$ cat config.mk
export PLATFORM = sky130hd
export DESIGN_NAME = cpu_sequencer
export DESIGN_NICKNAME = d
export VERILOG_FILES = /design/src/rtl/cpu_sequencer.sv
export SDC_FILE = /design/constraint.sdc
export NUM_CORES = 1
export LEC_CHECK = 0
export BUFFER_PORTS_ARGS = -buffer_cell sky130_fd_sc_hd__buf_2
export CELL_PAD_IN_SITES_DETAIL_PLACEMENT = 0
export CELL_PAD_IN_SITES_GLOBAL_PLACEMENT = 1
export CORE_AREA = 2 2 39 41
export DETAILED_ROUTE_END_ITERATION = 6
export DIE_AREA = 0 0 41 43
export GPL_ROUTABILITY_DRIVEN = 0
export PLACE_DENSITY = 0.75
export SYNTH_ARGS = -nofsm -noshare
export SYNTH_HDL_FRONTEND = slang
export SYNTH_SLANG_ARGS = --single-unit
$ cat constraint.sdc
create_clock -name clk -period 1.65 [get_ports clk]
set_input_delay 0.33 -clock clk [delete_from_list [all_inputs] [get_ports clk]]
set_output_delay 0.33 -clock clk [all_outputs]
set_load 0.005 [all_outputs]
$ cat src/rtl/cpu_sequencer.sv
// Eight-phase instruction sequencer and control decoder for the 8-bit RISC CPU.
// A phase counter plus a sticky halted flag; every strobe is a combinational decode.
module cpu_sequencer #(
    parameter int OPCODE  = 3,
    parameter int PHASE_W = 3
) (
    input  logic               clk,
    input  logic               rst,
    input  logic [OPCODE-1:0]  opcode,
    input  logic               is_zero,
    output logic               sel,
    output logic               rd,
    output logic               ld_ir,
    output logic               inc_pc,
    output logic               ld_pc,
    output logic               ld_ac,
    output logic               wr,
    output logic               data_e,
    output logic               halt,
    output logic [PHASE_W-1:0] phase
);

    localparam logic [OPCODE-1:0] OP_HLT = OPCODE'(0);
    localparam logic [OPCODE-1:0] OP_SKZ = OPCODE'(1);
    localparam logic [OPCODE-1:0] OP_ADD = OPCODE'(2);
    localparam logic [OPCODE-1:0] OP_AND = OPCODE'(3);
    localparam logic [OPCODE-1:0] OP_XOR = OPCODE'(4);
    localparam logic [OPCODE-1:0] OP_LDA = OPCODE'(5);
    localparam logic [OPCODE-1:0] OP_STO = OPCODE'(6);
    localparam logic [OPCODE-1:0] OP_JMP = OPCODE'(7);

    typedef enum logic [PHASE_W-1:0] {
        INST_ADDR  = PHASE_W'(0),
        INST_FETCH = PHASE_W'(1),
        INST_LOAD  = PHASE_W'(2),
        IDLE       = PHASE_W'(3),
        OP_ADDR    = PHASE_W'(4),
        OP_FETCH   = PHASE_W'(5),
        ALU_OP     = PHASE_W'(6),
        STORE      = PHASE_W'(7)
    } phase_t;

    phase_t phase_q, phase_d;
    logic   halted_q, halted_d;
    logic   aluop;
    logic   hlt_now;

    always_ff @(posedge clk or posedge rst) begin
        if (rst) begin
            phase_q  <= INST_ADDR;
            halted_q <= 1'b0;
        end else begin
            phase_q  <= phase_d;
            halted_q <= halted_d;
        end
    end

    assign aluop   = (opcode == OP_ADD) || (opcode == OP_AND) ||
                     (opcode == OP_XOR) || (opcode == OP_LDA);
    assign hlt_now = (phase_q == OP_ADDR) && (opcode == OP_HLT);

    // A halted CPU parks in OP_FETCH; HLT reaches it naturally from OP_ADDR.
    always_comb begin
        halted_d = halted_q | (hlt_now & ~halted_q);
        if (halted_q) begin
            phase_d = OP_FETCH;
        end else begin
            phase_d = phase_t'(phase_q + PHASE_W'(1));
        end
    end

    always_comb begin
        sel    = 1'b0;
        rd     = 1'b0;
        ld_ir  = 1'b0;
        inc_pc = 1'b0;
        ld_pc  = 1'b0;
        ld_ac  = 1'b0;
        wr     = 1'b0;
        data_e = 1'b0;
        halt   = halted_q | hlt_now;
        if (!halted_q) begin
            case (phase_q)
                INST_ADDR: begin
                    sel = 1'b1;
                end
                INST_FETCH: begin
                    sel = 1'b1;
                    rd  = 1'b1;
                end
                INST_LOAD, IDLE: begin
                    sel   = 1'b1;
                    rd    = 1'b1;
                    ld_ir = 1'b1;
                end
                OP_ADDR: begin
                    inc_pc = 1'b1;
                end
                OP_FETCH: begin
                    rd = aluop;
                end
                ALU_OP: begin
                    rd     = aluop;
                    inc_pc = (opcode == OP_SKZ) && is_zero;
                    ld_pc  = (opcode == OP_JMP);
                    data_e = (opcode == OP_STO);
                end
                STORE: begin
                    rd     = aluop;
                    ld_ac  = aluop;
                    ld_pc  = (opcode == OP_JMP);
                    wr     = (opcode == OP_STO);
                    data_e = (opcode == OP_STO);
                end
                default: begin
                    sel = 1'b0;
                end
            endcase
        end
    end

    assign phase = phase_q;

endmodule

==> results_dict.tcl <==
set metrics [dict create \
    outcome "finished, violations left" \
    failed_checks "negative setup slack" \
    die_x_um 41 \
    drt_iter0_drc 1 \
    track_usage_pct 12.4 \
    max_slew.worst_pin.slew_ns 0.307 \
    dp.final_hpwl_um 619 \
    post-route-min-period_ns 1.79 \
    share_of_synthesized_cell_area_in_and_or_nand_and_nor_gates_pct 27.2 \
    synth-adder-area-share_pct 20.9 \
    report.final.setup_viol 6 \
    rsz0062_at_grt "true" \
    slew-limit-headroom_pct 79.5 \
    vdd_ir_drop_max_uv 642 \
    skew_ns 0.00136 \
    drtAntennaViolNets 0 \
    clock_share_of_power_pct 15.4 \
    dp_cells 74 \
    synth_edf_count 0 \
    critPathArrivalTime_ns 1.46 \
    core_region_area_um2 1380 \
    initial_utilization_pct 25.9 \
    worst_skew_pair.late_latency_ns 0.23 \
    die_area_um2 1760 \
    min_period_over_period_pct 109 \
    largest_fanout_on_the_critical_path 4 \
    final_net_count 78 \
    netSwitchingPower_w 0.000311 \
    ys_dominant_reg_cell "sky130_fd_sc_hd__dfrtp_1" \
    setup-tns-final_ns -0.497 \
    startpoint_type "flop" \
    grt_antenna_before_repair 0 \
    power_switching_share_pct 40.3 \
    final-instance-count-excl-fill 80 \
    tritoncts_num_sinks 4 \
    finalHoldWorstSlack_ns 0.352 \
    synth-xor-area-share_pct 2.44 \
    power_frac_seq_pct 29.4 \
    clock_tree_from_tritoncts "built" \
    critPathCaptureType "output port" \
    vias_per_cell 4.58 \
    cts_htree_levels 1 \
    final_design_area_no_fill_um2 584 \
    combPwrFrac_pct 55.2 \
    worst_hold_path_type "input port to flop" \
    ys_top_cells_by_count "sky130_fd_sc_hd__ha_1, sky130_fd_sc_hd__inv_1, sky130_fd_sc_hd__nor2_1" \
    synth_top_family_by_area "simple AND/OR/NAND/NOR gates" \
    crit_path_cell_trace "buf_6 > ha_2 > o21bai_1 > o311a_1 > nor2_1 > buf_2" \
    grt_pass1_vias 347 \
    maxCapViolCount 0 \
    static-leakage-power_nw 0.257 \
    numPortBuffers 17 \
    residual_overflow_from_global_routing 0 \
    synth_top_area_share_pct 27.9 \
    synthesis.instances 41 \
    die_h_um 43 \
    crit_slowest_cell "sky130_fd_sc_hd__dfrtp_2" \
    criticalPathCategory "flop to output port" \
    synth_seq_area_share_pct 27.9 \
    cell_internal_pwr_w 0.000462 \
    number_of_distinct_standard_cells_referenced_by_the_synthesized_netlist 19 \
    synth_area_in_compound_gates_pct 14.3 \
    worst_case_setup_margin_in_the_final_layout_ns -0.141 \
    synthMuxAreaShare_pct 0 \
    num_vias 366 \
    hold_viol 0 \
    avgSynthCellArea_um2 8.76 \
    n_antenna_cell 0 \
    fmax_ghz 0.558 \
    maximum_number_of_pins_on_one_net_before_global_route_repair 13 \
    path_clk_slew_ns 0.04 \
    rows 14 \
    synth.top_cells.by_area "sky130_fd_sc_hd__dfrtp_1, sky130_fd_sc_hd__ha_1, sky130_fd_sc_hd__inv_1, sky130_fd_sc_hd__nand2b_1, sky130_fd_sc_hd__nor2_1" \
    post_dp_cell_area_um2 464 \
    drc_errors 0 \
    root_buffer "sky130_fd_sc_hd__clkbuf_4" \
    synth-seq-cells 4 \
    global_route_wire_length_before_repair_um 1430 \
    wirelength_um 869 \
    syn2layout_area_growth_pct 62.7 \
    synth_async_sr_flop_share_pct 100 \
    syn-num-nets 53 \
    critical-path-max-stage-delay_ns 0.44 \
    pwr_density_cell_nw_per_um2 1320 \
    firstDrtPassIters 2 \
    worst-endpoint-required_ns 1.32 \
    yosysMostFrequentCell "sky130_fd_sc_hd__ha_1" \
    cts-buffers-inserted 3 \
    slew_viol_final 0 \
    yosysWarningCount 0 \
    floorplan.io_pins 18 \
    avgRoutedWirePerCell_um 10.9 \
    reg2reg_setup_slack_ns 0.59 \
    drive_above_1_share_pct 56.3 \
    synth_top_cell_by_area "sky130_fd_sc_hd__dfrtp_1" \
    netlist_area_um2 359 \
    clock_tree.buffer_depth 2 \
]
==> critical path: cells and delay by family, from the launching register on <==
| kind | cells | cell delay, ns |
|---|---|---|
| flops | 1 | 0.44 |
| buf+inv | 2 | 0.26 |
| simple gates | 1 | 0.04 |
| fa+ha+maj | 1 | 0.19 |
| compound gates | 2 | 0.30 |
==> power by group through the flow <==
stage / logic, W / registers, W / clock network [W]
CTS: 0.000415 / 0.000229 / 0.000129
global placement: 0.000312 / 0.000206 / 0
floorplan: 0.000224 / 0.000182 / 0
global route: 0.000485 / 0.000241 / 0.000132
finish: 0.000427 / 0.000228 / 0.000119
detailed placement: 0.000312 / 0.000206 / 0
==> layer usage <==
metal	up-vias	GRT usage (%)	wire, µm
met1	167	12.7	350
li1	191	-	-
met2	8	20.6	487
met4	0	8.00	0
met5	-	0	0
met3	0	3.14	32
==> per-stage QoR <==
stage	power, W	setup WS, ns	utilization (%)
final	0.000773	-0.141	42.2
after global routing	0.000858	-0.242	42.2
after CTS	0.000773	-0.156	42.2
after detailed placement	0.000518	0.0123	33.5
after global placement	0.000518	-0.0272	33.5
after floorplan	0.000406	0.144	-
==> cell families (layout without fill, tap and decap cells) <==
logic type                 after synthesis  in the layout
xor gates and xnor gates                 1              1
buffers and inverters                    6             29
DFF                                      4              4
and+or+nand+nor                         17             17
adders and majority gates                6              6
AOI/OAI and AO/OA                        7              7
==> placed cells by master, fill, tap and decap left out, types with 2 or more instances in the layout <==
cell type	count
sky130_fd_sc_hd__buf_6	2
sky130_fd_sc_hd__dfrtp_2	3
sky130_fd_sc_hd__nor4b_1	2
sky130_fd_sc_hd__nor2_1	5
sky130_fd_sc_hd__buf_2	17
sky130_fd_sc_hd__inv_2	3
sky130_fd_sc_hd__nand2b_1	3
sky130_fd_sc_hd__inv_1	2
sky130_fd_sc_hd__ha_4	4
sky130_fd_sc_hd__clkbuf_4	3
sky130_fd_sc_hd__a21oi_1	2
sky130_fd_sc_hd__ha_2	2
sky130_fd_sc_hd__o21bai_1	2
==> state kept, by name, indices dropped and copies added, names as in the netlist <==
register	flops
halted_q	1
phase	3
==> final cells by class <==
| cell class | count | area, µm² |
|---|---|---|
| clock buffer | 3 | 22.5 |
| inverter | 5 | 18.8 |
| fill | 147 | 800 |
| sequential | 4 | 104 |
| tap | 16 | 20.0 |
| timing repair buffer | 21 | 125 |
| multi-input combinational | 31 | 294 |
==> path summary, 6_finish.rpt <==
check	start	end	cells past startpoint
worst max register to register	phase[0]	halted_q	4
max in group asynchronous	rst	phase[1]	3
worst min register to register	phase[0]	phase[0]	1
worst max-delay path	phase[0]	rd	6
worst min-delay path	opcode[0]	halted_q	2
min in group asynchronous	rst	halted_q	3
==> what timing repair did <==
item                                   CTS  global route
hold buffers                             1             0
resized for setup                       19             0
setup endpoints to repair                9             8
pin swaps                                5             1
buffers inserted                         2             0
endpoints found under the hold margin    4             0
Power figures use the tool's default switching activity.
